`src/rtl/mem_vec_pkg.sv`:
```
// Shared definitions for the vector ALU engine: op encodings, FSM states and
// default parameter values.
package mem_vec_pkg;

    localparam int DATA_W_DEF = 32;
    localparam int ADDR_W_DEF = 6;
    localparam int LEN_W_DEF  = 7;

    localparam logic [2:0] OP_ADD = 3'd0;
    localparam logic [2:0] OP_SUB = 3'd1;
    localparam logic [2:0] OP_AND = 3'd2;
    localparam logic [2:0] OP_OR  = 3'd3;
    localparam logic [2:0] OP_XOR = 3'd4;
    localparam logic [2:0] OP_SLT = 3'd5;
    localparam logic [2:0] OP_SLL = 3'd6;
    localparam logic [2:0] OP_SRL = 3'd7;

    typedef enum logic [2:0] {
        IDLE = 3'd0,
        RD_A = 3'd1,
        RD_B = 3'd2,
        EXEC = 3'd3,
        WR   = 3'd4,
        FIN  = 3'd5
    } state_e;

endpackage

```
`src/rtl/vec_alu_core.sv`:
```
// Combinational op mux for the vector engine. Produces the element result and
// the signed-overflow term, which is only ever non-zero for ADD and SUB.
module vec_alu_core
    import mem_vec_pkg::*;
#(
    parameter int DATA_W = DATA_W_DEF
) (
    input  logic [DATA_W-1:0] a,
    input  logic [DATA_W-1:0] b,
    input  logic [2:0]        op,
    output logic [DATA_W-1:0] res,
    output logic              ovf_bit
);

    logic [DATA_W-1:0] sum_s;
    logic [DATA_W-1:0] diff_s;
    logic [4:0]        shamt_s;
    logic              lt_s;

    assign sum_s   = a + b;
    assign diff_s  = a - b;
    assign shamt_s = b[4:0];
    assign lt_s    = ($signed(a) < $signed(b));

    // Select the result for the requested op and flag signed overflow on ADD/SUB.
    always_comb begin
        res     = {DATA_W{1'b0}};
        ovf_bit = 1'b0;
        case (op)
            OP_ADD: begin
                res     = sum_s;
                ovf_bit = (a[DATA_W-1] == b[DATA_W-1]) && (sum_s[DATA_W-1] != a[DATA_W-1]);
            end
            OP_SUB: begin
                res     = diff_s;
                ovf_bit = (a[DATA_W-1] != b[DATA_W-1]) && (diff_s[DATA_W-1] != a[DATA_W-1]);
            end
            OP_AND: res = a & b;
            OP_OR:  res = a | b;
            OP_XOR: res = a ^ b;
            OP_SLT: res = {{(DATA_W-1){1'b0}}, lt_s};
            OP_SLL: res = a << shamt_s;
            OP_SRL: res = a >> shamt_s;
            default: begin
                res     = {DATA_W{1'b0}};
                ovf_bit = 1'b0;
            end
        endcase
    end

endmodule

```
`src/rtl/mem_vec_engine.sv`:
```
// Sequenced vector ALU engine. For each of len elements it reads A and B through
// the memory read port (one-cycle read latency), applies the selected op and
// writes D through the write port: RD_A, RD_B, EXEC, WR per element, then FIN.
// All outputs are registered; the next-cycle value of each is decided in one
// combinational block so that each output lines up with the state it belongs to.
module mem_vec_engine
    import mem_vec_pkg::*;
#(
    parameter int DATA_W = DATA_W_DEF,
    parameter int ADDR_W = ADDR_W_DEF,
    parameter int LEN_W  = LEN_W_DEF
) (
    input  logic              clk,
    input  logic              rst,
    input  logic              start,
    input  logic [2:0]        op,
    input  logic [ADDR_W-1:0] base_a,
    input  logic [ADDR_W-1:0] base_b,
    input  logic [ADDR_W-1:0] base_d,
    input  logic [LEN_W-1:0]  len,
    output logic              busy,
    output logic              done,
    output logic              ovf,
    output logic              wea,
    output logic [ADDR_W-1:0] addra,
    output logic [DATA_W-1:0] dina,
    output logic [ADDR_W-1:0] addrb,
    input  logic [DATA_W-1:0] doutb
);

    localparam logic [ADDR_W-1:0] ADDR_ONE = {{(ADDR_W-1){1'b0}}, 1'b1};
    localparam logic [LEN_W-1:0]  LEN_ONE  = {{(LEN_W-1){1'b0}}, 1'b1};

    state_e            state_r, state_s;
    logic [2:0]        op_r, op_s;
    logic [ADDR_W-1:0] a_ptr_r, a_ptr_s;
    logic [ADDR_W-1:0] b_ptr_r, b_ptr_s;
    logic [ADDR_W-1:0] d_ptr_r, d_ptr_s;
    logic [LEN_W-1:0]  len_r, len_s;
    logic [LEN_W-1:0]  cnt_r, cnt_s;
    logic [DATA_W-1:0] opa_r, opa_s;
    logic              ovf_r, ovf_s;
    logic              busy_r, busy_s;
    logic              done_r, done_s;
    logic              wea_r, wea_s;
    logic [ADDR_W-1:0] addra_r, addra_s;
    logic [DATA_W-1:0] dina_r, dina_s;
    logic [ADDR_W-1:0] addrb_r, addrb_s;
    logic [DATA_W-1:0] alu_res_s;
    logic              alu_ovf_s;

    // During EXEC the A operand is held in opa_r and the B operand is on doutb.
    vec_alu_core #(
        .DATA_W (DATA_W)
    ) u_alu (
        .a       (opa_r),
        .b       (doutb),
        .op      (op_r),
        .res     (alu_res_s),
        .ovf_bit (alu_ovf_s)
    );

    // Next-state and next-output decode; every register holds unless its state says otherwise.
    always_comb begin
        state_s = state_r;
        op_s    = op_r;
        a_ptr_s = a_ptr_r;
        b_ptr_s = b_ptr_r;
        d_ptr_s = d_ptr_r;
        len_s   = len_r;
        cnt_s   = cnt_r;
        opa_s   = opa_r;
        ovf_s   = ovf_r;
        busy_s  = 1'b0;
        done_s  = 1'b0;
        wea_s   = 1'b0;
        addra_s = addra_r;
        dina_s  = dina_r;
        addrb_s = addrb_r;
        case (state_r)
            IDLE: begin
                if (start) begin
                    op_s    = op;
                    a_ptr_s = base_a;
                    b_ptr_s = base_b;
                    d_ptr_s = base_d;
                    len_s   = len;
                    cnt_s   = {LEN_W{1'b0}};
                    ovf_s   = 1'b0;
                    if (len == {LEN_W{1'b0}}) begin
                        state_s = FIN;
                        done_s  = 1'b1;
                    end else begin
                        state_s = RD_A;
                        busy_s  = 1'b1;
                        addrb_s = base_a;
                    end
                end else begin
                    state_s = IDLE;
                end
            end
            RD_A: begin
                state_s = RD_B;
                busy_s  = 1'b1;
                addrb_s = b_ptr_r;
            end
            RD_B: begin
                // A data arrives now, one cycle after its address.
                state_s = EXEC;
                busy_s  = 1'b1;
                opa_s   = doutb;
            end
            EXEC: begin
                state_s = WR;
                busy_s  = 1'b1;
                wea_s   = 1'b1;
                addra_s = d_ptr_r;
                dina_s  = alu_res_s;
                ovf_s   = ovf_r | alu_ovf_s;
            end
            WR: begin
                a_ptr_s = a_ptr_r + ADDR_ONE;
                b_ptr_s = b_ptr_r + ADDR_ONE;
                d_ptr_s = d_ptr_r + ADDR_ONE;
                cnt_s   = cnt_r + LEN_ONE;
                if (cnt_r == (len_r - LEN_ONE)) begin
                    state_s = FIN;
                    done_s  = 1'b1;
                end else begin
                    // Read address is issued after this write lands, so in-place runs chain.
                    state_s = RD_A;
                    busy_s  = 1'b1;
                    addrb_s = a_ptr_r + ADDR_ONE;
                end
            end
            FIN: begin
                state_s = IDLE;
            end
            default: begin
                state_s = IDLE;
            end
        endcase
    end

    // State, datapath and output registers with synchronous reset.
    always_ff @(posedge clk) begin
        if (rst) begin
            state_r <= IDLE;
            op_r    <= 3'd0;
            a_ptr_r <= {ADDR_W{1'b0}};
            b_ptr_r <= {ADDR_W{1'b0}};
            d_ptr_r <= {ADDR_W{1'b0}};
            len_r   <= {LEN_W{1'b0}};
            cnt_r   <= {LEN_W{1'b0}};
            opa_r   <= {DATA_W{1'b0}};
            ovf_r   <= 1'b0;
            busy_r  <= 1'b0;
            done_r  <= 1'b0;
            wea_r   <= 1'b0;
            addra_r <= {ADDR_W{1'b0}};
            dina_r  <= {DATA_W{1'b0}};
            addrb_r <= {ADDR_W{1'b0}};
        end else begin
            state_r <= state_s;
            op_r    <= op_s;
            a_ptr_r <= a_ptr_s;
            b_ptr_r <= b_ptr_s;
            d_ptr_r <= d_ptr_s;
            len_r   <= len_s;
            cnt_r   <= cnt_s;
            opa_r   <= opa_s;
            ovf_r   <= ovf_s;
            busy_r  <= busy_s;
            done_r  <= done_s;
            wea_r   <= wea_s;
            addra_r <= addra_s;
            dina_r  <= dina_s;
            addrb_r <= addrb_s;
        end
    end

    assign busy  = busy_r;
    assign done  = done_r;
    assign ovf   = ovf_r;
    assign wea   = wea_r;
    assign addra = addra_r;
    assign dina  = dina_r;
    assign addrb = addrb_r;

endmodule

```
`config.mk`:
```
export PLATFORM = sky130hd
export DESIGN_NAME = mem_vec_engine
export DESIGN_NICKNAME = d
export VERILOG_FILES = /design/src/rtl/mem_vec_pkg.sv /design/src/rtl/vec_alu_core.sv /design/src/rtl/mem_vec_engine.sv
export SDC_FILE = /design/constraint.sdc
export NUM_CORES = 1
export LEC_CHECK = 0
export BUFFER_PORTS_ARGS = -buffer_cell sky130_fd_sc_hd__buf_4
export CAP_MARGIN = 10
export CORE_UTILIZATION = 50
export DETAILED_ROUTE_END_ITERATION = 16
export MAX_ROUTING_LAYER = met4
export PLACE_DENSITY = 0.77
export SLEW_MARGIN = 0
export SYNTH_ARGS = -nofsm -noshare
export SYNTH_HDL_FRONTEND = slang
export SYNTH_HIERARCHICAL = 1
export SYNTH_SLANG_ARGS = --single-unit
```
`constraint.sdc`:
```
create_clock -name clk -period 4.8 [get_ports clk]
set_input_delay 0.72 -clock clk [delete_from_list [all_inputs] [get_ports clk]]
set_output_delay 0.72 -clock clk [all_outputs]
set_load 0.01 [all_outputs]
```
# After elaboration in Yosys (flattened, before gate mapping)
# Index checks and enable logic that the tools add are counted.
[op_classes]
muxes = 29
n_reduce_logical = 13
eq_ne = 19
addsub = 7
n_lt_le_gt_ge = 1
shift = 2
bitwise_logic = 4
[ops]
columns = ["op", "count"]
rows = [
  ["32-bit one-hot mux with 8 select lines", 1],
  ["6-bit two-way mux", 6],
  ["6-bit one-hot mux with 2 select lines", 3],
  ["32-bit adder", 1],
  ["32-bit bitwise AND", 1],
  ["32-bit less-than comparator", 1],
  ["32-bit bitwise OR", 1],
  ["32-bit by 5-bit left shift with 32-bit output", 1],
  ["32-bit by 5-bit right shift with 32-bit output", 1],
  ["32-bit subtractor", 1],
  ["32-bit bitwise XOR", 1],
  ["6-bit by 1-bit adder with 6-bit output, second input constant", 3],
  ["6-bit one-hot mux with 3 select lines", 1],
  ["3-bit == test, second input constant", 5],
  ["3-bit one-hot mux with 5 select lines", 1],
  ["7-bit one-hot mux with 2 select lines", 1],
  ["3-bit by 2-bit == test with 1-bit output, second input constant", 4],
  ["3-bit two-way mux", 3],
  ["1-bit two-way mux", 8],
  ["7-bit by 1-bit adder with 7-bit output, second input constant", 1],
  ["7-bit == test", 1],
  ["7-bit logical NOT", 1],
  ["7-bit two-way mux", 1],
  ["7-bit by 1-bit subtractor with 7-bit output, second input constant", 1],
  ["14 further kinds", 26],
]
[totals]
out_inout_bits = 48
word_cells = 90
in_bits = 63
regBits = 118

# Longest topological paths before layout
# Gate-level depths: netlist of the first run.
[logic_depth]
word_depth = 6
depth_mapped = 17
mapped_depth_nobuf = 14

# Cells and area by module
# Netlist of the first run, hierarchy kept.
[by_module_without_submodules]
columns = ["module", "seq_area_each_um2", "area_each_um2", "n_inst", "cells_each"]
rows = [
  ["vec_alu_core", 0.0, 8241.7, 1, 1261],
  ["mem_vec_engine", 2362.3, 4889.7, 1, 628],
]

# Worst setup path before layout of the first run
# Ideal clock, no wire load.
[synth_timing]
path_type = "input-to-reg"
startpoint = "input doutb[2]"
endpoint = "register dina_r[29], in the netlist dina[29]"
t_arrival_ns = 4.068
setup_ns = 0.132
setup_slack_ns = 0.599
cell_stages = 16
n_path_buf = 3
required_time_ns = 4.668
path_cell_list = "buf_2 -> inv_2 -> buf_1 -> clkbuf_1 -> ha_1 -> or2b_1 -> o2111ai_1 -> a21oi_1 -> a2111oi_4 -> o41a_1 -> o21a_1 -> o31a_1 -> a221oi_1 -> o21ai_1 -> nand2_1 -> a21oi_1"
[synth_between]
elab_chain_len = 2
word_cells_on_any_way = 5
[synth_rtl]
columns = ["item", "line", "rtl"]
rows = [
  ["start, declared", "mem_vec_engine.sv:28", "input logic [DATA_W-1:0] doutb"],
  ["32-bit subtractor, or another cell as far along", "vec_alu_core.sv:21", "assign diff_s = a - b;"],
  ["32-bit one-hot mux with 8 select lines (*)", "vec_alu_core.sv:29", "case (op)"],
  ["named net alu_res_s[29]", "mem_vec_engine.sv:49", "logic [DATA_W-1:0] alu_res_s;"],
  ["end signal, assigned", "mem_vec_engine.sv:161", "dina_r <= {DATA_W{1'b0}};"],
  ["end signal, assigned", "mem_vec_engine.sv:177", "dina_r <= dina_s;"],
  ["end, declared", "mem_vec_engine.sv:47", "logic [DATA_W-1:0] dina_r, dina_s;"],
]
# The timed path passes the listed nets; every way through them passes the cells marked *.
# A chain may end at the register's enable or synchronous reset.

# Worst setup path after layout of the first run
[layout_timing]
startpoint = "register opa_r[0]"
endpoint = "register dina_r[0], in the netlist dina[0]"
[layout_between]
elab_chain_len = 2
word_cells_on_any_way = 9
[layout_rtl]
columns = ["item", "line", "rtl"]
rows = [
  ["start, declared", "mem_vec_engine.sv:41", "logic [DATA_W-1:0] opa_r, opa_s;"],
  ["start signal, assigned", "mem_vec_engine.sv:155", "opa_r <= {DATA_W{1'b0}};"],
  ["start signal, assigned", "mem_vec_engine.sv:171", "opa_r <= opa_s;"],
  ["32-bit subtractor, or another cell as far along", "vec_alu_core.sv:21", ""],
  ["32-bit one-hot mux with 8 select lines (*)", "vec_alu_core.sv:29", ""],
  ["named net alu_res_s[0]", "mem_vec_engine.sv:49", ""],
]
# Marks and branches as above.

==> results of run 1 <==
area by class of cell:
class                   count  area (sq um)
multi-input cells        1520          9787
flip-flops and latches    118          2364
fillers                  2454         10710
well taps                 330         412.9
clock buffers              17         425.4
repair buffers            158          1186
diodes                      5         12.51
inverters                 112         420.4
clock inverters            14         152.6
placed cells by master, fill, tap and decap left out, drive strengths merged, types with 32 or more instances in the layout:
cell,n
a211oi,32
a21oi,248
buf,158
dfxtp,118
ha,102
inv,112
mux2i,53
nand2,304
nand3,35
nor2,169
o211ai,36
o21ai,123
power by group:
part	internal, mW	switching, mW	total, mW
clock network	0.767	0.560	1.33
logic	0.508	0.950	1.46
registers	1.04	0.0982	1.14
state kept, by name (all words and copies together) (netlist names):
| signal | cells |
|---|---|
| dina | 32 |
| opa_r | 32 |
| cnt_r | 7 |
| len_r | 7 |
| a_ptr_r | 6 |
| addra | 6 |
| addrb | 6 |
| b_ptr_r | 6 |
| d_ptr_r | 6 |
| op_r | 3 |
| state_r | 3 |
| busy | 1 |
| done | 1 |
| ovf | 1 |
| wea | 1 |
per-layer routing:
metal	global-route usage	up-vias	part of all wire
li1	-	6911	-
met1	0.5870	7321	0.42
met2	0.6032	1132	0.42
met3	0.08763	163	0.12
met4	0.1402	0	0.035
met5	-	-	0
critical path: stages (launching register included):
cell                        delay, ns
sky130_fd_sc_hd__dfxtp_1         0.49
sky130_fd_sc_hd__inv_1           0.15
sky130_fd_sc_hd__ha_1            0.26
sky130_fd_sc_hd__fa_1            0.42
sky130_fd_sc_hd__o21bai_1        0.24
sky130_fd_sc_hd__o2111ai_1       0.22
sky130_fd_sc_hd__nand3_1         0.14
sky130_fd_sc_hd__a21oi_1         0.26
sky130_fd_sc_hd__o211ai_1        0.28
sky130_fd_sc_hd__o311ai_1        0.24
sky130_fd_sc_hd__o41ai_1         0.66
sky130_fd_sc_hd__a31o_2          0.30
sky130_fd_sc_hd__o2111ai_1       0.13
sky130_fd_sc_hd__nand2_1         0.12
sky130_fd_sc_hd__a21oi_1         0.07
cells by family (layout without fill, tap and decap cells):
family	after synthesis	count (layout)	synth area share
compound gates	674	674	0.3317
xor+xnor	22	22	0.01467
fa+ha+maj	104	104	0.1002
buf+inv	251	301	0.07680
flops	118	118	0.1799
mux	89	89	0.08757
other cells	0	5	0
simple gates	631	631	0.2091
how the worst max path moves through the flow:
stage,cells after the start,start,to,slack (ns)
after floorplan,16,doutb[2],dina[29],0.60
final,14,opa_r[0],dina[0],0.67
after global routing,13,opa_r[8],dina[19],0.57
after detailed placement,13,doutb[0],dina[31],0.58
after global placement,14,doutb[0],dina[0],0.56
after CTS,14,opa_r[0],dina[0],0.85
metrics by stage:
step / utilization / setup WS, ns / hold WS [ns] / area [sq um] / power (mW)
global route: 0.5795 / 0.5737 / 0.4761 / 14760 / 4.062
global placement: 0.5563 / 0.5634 / 0.4445 / 14170 / 2.538
finish: 0.5795 / 0.6723 / 0.4533 / 14760 / 3.922
floorplan: - / 0.5994 / 0.4421 / 13130 / 2.051
CTS: 0.5790 / 0.8522 / 0.4570 / 14750 / 3.873
detailed placement: 0.5563 / 0.5788 / 0.4486 / 14170 / 2.544
==> impl_summary.log, run 1 <==
INFO  metric cts_root_buffer = sky130_fd_sc_hd__clkbuf_16
INFO  metric post-synth-top-area-fraction = 0.1799
INFO  metric async_set_or_reset_flop_fraction_in_the_synthesized_netlist = 0
INFO  metric detailedRoute.firstIterationViolations = 2702
INFO  metric worst-path-max-fanout = 6
INFO  metric cp-start-kind = flop
INFO  metric first_pass_grt_wire_length = 83530 um
INFO  metric drcViolationCount = 0
INFO  metric via_count = 15530
INFO  metric worst-r2r-cell-count = 14
INFO  metric crit_required = 5.08 ns
INFO  metric tritoncts = yes
INFO  metric ys_top_cells_by_area = sky130_fd_sc_hd__dfxtp_1, sky130_fd_sc_hd__ha_1, sky130_fd_sc_hd__a21oi_1
INFO  metric synth.largest_area_cell = sky130_fd_sc_hd__dfxtp_1
INFO  metric synthMostInstantiatedCell = sky130_fd_sc_hd__nand2_1
INFO  metric fp.dieArea = 26910 sq um
INFO  metric mappedNetlistNets = 2056
INFO  metric rr_endpoint = dina[0]
INFO  metric ys.warnings.count = 6
INFO  metric fin_setup_tns = 0 ns
INFO  metric ios = 111
INFO  metric min_from = dina[3]
INFO  metric num_cts_buffers = 17
INFO  metric count_of_flip_flops_with_a_built_in_enable_after_synthesis = 0
INFO  metric postSynthCellCount = 1889
INFO  metric reg2reg_from = opa_r[0]
INFO  metric die_y = 164.1 um
INFO  metric status = finished, final reports clean
INFO  metric routedWlPerCell = 24.74 um
INFO  metric track_usage = 0.4227
INFO  metric slew_viol_final = 0
INFO  metric largest_net_degree_at_the_start_of_global_routing = 88
INFO  metric max-vdd-ir-drop = 208.5 uV
INFO  metric synth_commonest_cells = sky130_fd_sc_hd__nand2_1, sky130_fd_sc_hd__a21oi_1, sky130_fd_sc_hd__nor2_1
INFO  metric grt_antenna_before_repair = 1
INFO  metric worstMarginPinSlew = 0.9870 ns
INFO  metric cts.reportedPaths.clkPinSlew = 0.08 ns
INFO  metric setup_violations = 0
INFO  metric r2r_slack = 0.67 ns
INFO  metric floorplan_core_area = 25470 sq um
INFO  metric hold_violations = 0
INFO  metric synth-main-ff-cell = sky130_fd_sc_hd__dfxtp_1
INFO  metric power_per_cell_area = 265.7 nW/um^2
INFO  metric postCtsResizedCells = 0
INFO  metric clock_network_latency_to_the_later_pin_of_the_worst_skew_pair = 0.44 ns
INFO  metric worst_slew_margin_rel = 0.3420
INFO  metric post_cts_buffers = 0
INFO  metric holdPathEnd = dina[3]
INFO  metric syn_to_final_growth = 12.41%
INFO  metric dp.cells = 2238
INFO  metric gp_congestion = 1.071
INFO  metric final_cells = 2274
INFO  metric fin_skew = 0.03187 ns
INFO  metric detail_route.vias_per_cell = 6.828
INFO  metric hold_path.class = flop to flop
INFO  metric worst_setup_path_end_kind = flop
INFO  metric floorplan.initialDensity = 0.5155
INFO  metric layout.nets = 2094
INFO  metric finalWorstPathRequiredPeriod = 4.128 ns
INFO  metric syn_avg_cell_area = 6.951 sq um
INFO  metric ys_ff_latch = 118
INFO  metric antenna_left = 0
INFO  metric post_detailed_routing_wire_length = 56260 um
INFO  metric yosys.cell_types.count = 94
INFO  metric clock_sinks = 118
INFO  metric drv_cap = 0
INFO  metric rsz_0062_raised_after_global_routing = false
INFO  metric die_w = 164.1 um
INFO  metric h_tree_depth = 4
INFO  metric criticalPathCategory = flop to flop
INFO  metric synth_area = 13130 sq um
INFO  metric post_route_cells_drive_above_1_share = 0.1341
INFO  metric p_leak = 5.932 nW
INFO  metric globalRoute.totalOverflow = 0
INFO  metric dp.final_hpwl = 41780 um
INFO  metric portBuffers = 110
INFO  metric synth_sequential_area_ratio = 0.1799
INFO  metric fmaxAchievable = 242.3 MHz
INFO  metric cp_data_arrival_time = 4.41 ns
INFO  metric finalCritPeriodShare = 0.8599
INFO  metric via_count_of_the_first_global_routing_pass = 13820
INFO  metric cts_hold_repair.buffers = 0
INFO  metric cts_max_path_buffers = 2
INFO  metric drtPass1Iterations = 7
INFO  metric row_count = 58
INFO  metric worst_hold_path.num_cells = 2
No activity file was read; power rests on OpenSTA's default activity.
==> run 2, diff against run 1 <==
--- a/config.mk
+++ b/config.mk
@@ -7,10 +7,11 @@
 export LEC_CHECK = 0
 export BUFFER_PORTS_ARGS = -buffer_cell sky130_fd_sc_hd__buf_4
 export CAP_MARGIN = 10
-export CORE_UTILIZATION = 50
+export CORE_UTILIZATION = 35
 export DETAILED_ROUTE_END_ITERATION = 16
+export HOLD_SLACK_MARGIN = 0.06
 export MAX_ROUTING_LAYER = met4
-export PLACE_DENSITY = 0.77
+export PLACE_DENSITY = 0.59
 export SLEW_MARGIN = 0
 export SYNTH_ARGS = -nofsm -noshare
 export SYNTH_HDL_FRONTEND = slang
==> impl_summary.log, run 2 (synthesized netlist as in run 1, its figures left out) <==
INFO  metric slew_viol_final = 0
INFO  metric p_leak = 5.997 nW
INFO  metric cts_root_buffer = sky130_fd_sc_hd__clkbuf_16
INFO  metric holdPathEnd = dina[5]
INFO  metric worst_setup_path_end_kind = flop
INFO  metric h_tree_depth = 4
INFO  metric fin_setup_tns = 0 ns
INFO  metric rsz_0062_raised_after_global_routing = false
INFO  metric status = finished, final reports clean
INFO  metric worst-r2r-cell-count = 13
INFO  metric drcViolationCount = 0
INFO  metric post_route_cells_drive_above_1_share = 0.1365
INFO  metric dp.final_hpwl = 46000 um
INFO  metric drv_cap = 0
INFO  metric worst_hold_path.num_cells = 2
INFO  metric postCtsResizedCells = 0
INFO  metric globalRoute.totalOverflow = 0
INFO  metric min_from = dina[5]
INFO  metric multi_input_area = 9793 sq um
INFO  metric fin_skew = 0.02432 ns
INFO  metric antenna_left = 0
INFO  metric cts.reportedPaths.clkPinSlew = 0.06 ns
INFO  metric num_antenna_cells = 0
INFO  metric power_per_cell_area = 272.6 nW/um^2
INFO  metric floorplan_core_area = 36790 sq um
INFO  metric row_count = 70
INFO  metric gp_congestion = 1.030
INFO  metric crit_required = 5.09 ns
INFO  metric worst-path-max-fanout = 9
INFO  metric portBuffers = 110
INFO  metric setup_violations = 0
INFO  metric max-vdd-ir-drop = 245.2 uV
INFO  metric track_usage = 0.3237
INFO  metric grt_antenna_before_repair = 0
INFO  metric worst_slew_margin_rel = 0.3463
INFO  metric die_y = 195.7 um
INFO  metric floorplan.initialDensity = 0.3570
INFO  metric syn_to_final_growth = 14.55%
INFO  metric post_cts_buffers = 0
INFO  metric drtPass1Iterations = 6
INFO  metric tritoncts = yes
INFO  metric ios = 111
INFO  metric via_count_of_the_first_global_routing_pass = 14120
INFO  metric fmaxAchievable = 239.8 MHz
INFO  metric first_pass_grt_wire_length = 91210 um
INFO  metric cts_max_path_buffers = 2
INFO  metric routedWlPerCell = 25.24 um
INFO  metric r2r_slack = 0.63 ns
INFO  metric mostFrequentLayoutCells = sky130_fd_sc_hd__nand2_1, sky130_fd_sc_hd__a21oi_1, sky130_fd_sc_hd__nor2_1, sky130_fd_sc_hd__buf_4, sky130_fd_sc_hd__o21ai_0
INFO  metric cp_data_arrival_time = 4.46 ns
INFO  metric post-layout-total-power = 4.101 mW
INFO  metric num_cts_buffers = 17
INFO  metric fillerInstances = 3951
INFO  metric criticalPathCategory = flop to flop
INFO  metric cp-start-kind = flop
INFO  metric clock_sinks = 118
INFO  metric hold_path.class = flop to flop
INFO  metric post_detailed_routing_wire_length = 60830 um
INFO  metric reg2reg_from = opa_r[10]
INFO  metric die_w = 195.7 um
INFO  metric worstMarginPinSlew = 0.9794 ns
INFO  metric holdWs = 0.4548 ns
INFO  metric post-route-worst-setup-slack = 0.6291 ns
INFO  metric finalCritPeriodShare = 0.8689
INFO  metric rr_endpoint = dina[19]
INFO  metric final_core_utilization = 0.4089
INFO  metric layout.nets = 2097
INFO  metric detail_route.vias_per_cell = 6.224
INFO  metric detailedRoute.firstIterationViolations = 1810
INFO  metric post_place_setup_slack = 0.6074 ns
INFO  metric leading_cell_type_in_the_layout_fill_and_taps_excluded = sky130_fd_sc_hd__nand2_1
INFO  metric clock_network_latency_to_the_later_pin_of_the_worst_skew_pair = 0.46 ns
INFO  metric finalWorstPathRequiredPeriod = 4.171 ns
INFO  metric largest_net_degree_at_the_start_of_global_routing = 85
INFO  metric hold_violations = 0
INFO  metric area_taken_by_flip_flops_and_latches = 2364 sq um
INFO  metric fp.dieArea = 38300 sq um
INFO  metric cts_hold_repair.buffers = 0
INFO  metric via_count = 15000
## run 2: cell types whose count changed in the layout (fill, tap and decap cells not counted), sizes merged
cell	before	now
bufinv	2	5
clkinvlp	4	1
clkinv	8	6
inv	112	113
clkbuf	17	18
buf	158	161
diode	5	0
## run 2: how the worst max path moves through the flow
stage,startpoint,endpoint,slack (ns),depth (start not counted)
floorplan,doutb[2],dina[29],0.60,16
global route,opa_r[10],dina[19],0.44,13
CTS,opa_r[10],dina[19],0.76,13
finish,opa_r[10],dina[19],0.63,13
detailed placement,doutb[1],dina[26],0.61,14
global placement,doutb[1],dina[26],0.65,14
## run 2: area by class of cell
type,count,area share
Timing Repair Buffer,161,0.08118
Multi-Input combinational cell,1520,0.6511
Sequential cell,118,0.1571
Clock inverter,13,0.01456
Clock buffer,18,0.02920
Inverter,112,0.02795
Tap cell,468,0.03893
## run 2: through the flow
stage          instance area [sq um]  std cells
2_1_floorplan                  13130       1889
3_3_place_gp                   14380       2379
3_5_place_dp                   14380       2379
4_1_cts                        15040       2410
5_1_grt                        15040       2410
6_report                       15040       2410
## run 2: per-layer routing
metal / up-vias / GRT usage / share of wire
li1: 6928 / - / -
met1: 7211 / 0.4081 / 0.42
met2: 726 / 0.5172 / 0.47
met3: 134 / 0.03816 / 0.063
met4: 0 / 0.1505 / 0.047
met5: - / - / 0
## run 2: worst max-delay path, stage by stage (launching register included)
cell and delay [ns]:
sky130_fd_sc_hd__dfxtp_1 0.60, sky130_fd_sc_hd__inv_1 0.31, sky130_fd_sc_hd__ha_1 0.51, sky130_fd_sc_hd__nand2_1 0.20
sky130_fd_sc_hd__o21ai_0 0.15, sky130_fd_sc_hd__a211o_1 0.34, sky130_fd_sc_hd__a31oi_1 0.67, sky130_fd_sc_hd__o21bai_1 0.11
sky130_fd_sc_hd__a21oi_1 0.36, sky130_fd_sc_hd__o21ai_0 0.15, sky130_fd_sc_hd__a2111oi_0 0.41, sky130_fd_sc_hd__a21oi_1 0.07
sky130_fd_sc_hd__nand2_1 0.07, sky130_fd_sc_hd__a21oi_1 0.06
## run 2: report_power, final
part | leakage, nW | internal [mW] | switching, mW
clock | 0.318 | 0.940 | 0.551
combinational | 4.72 | 0.512 | 0.956
sequential | 0.960 | 1.04 | 0.101
total | 6.00 | 2.49 | 1.61
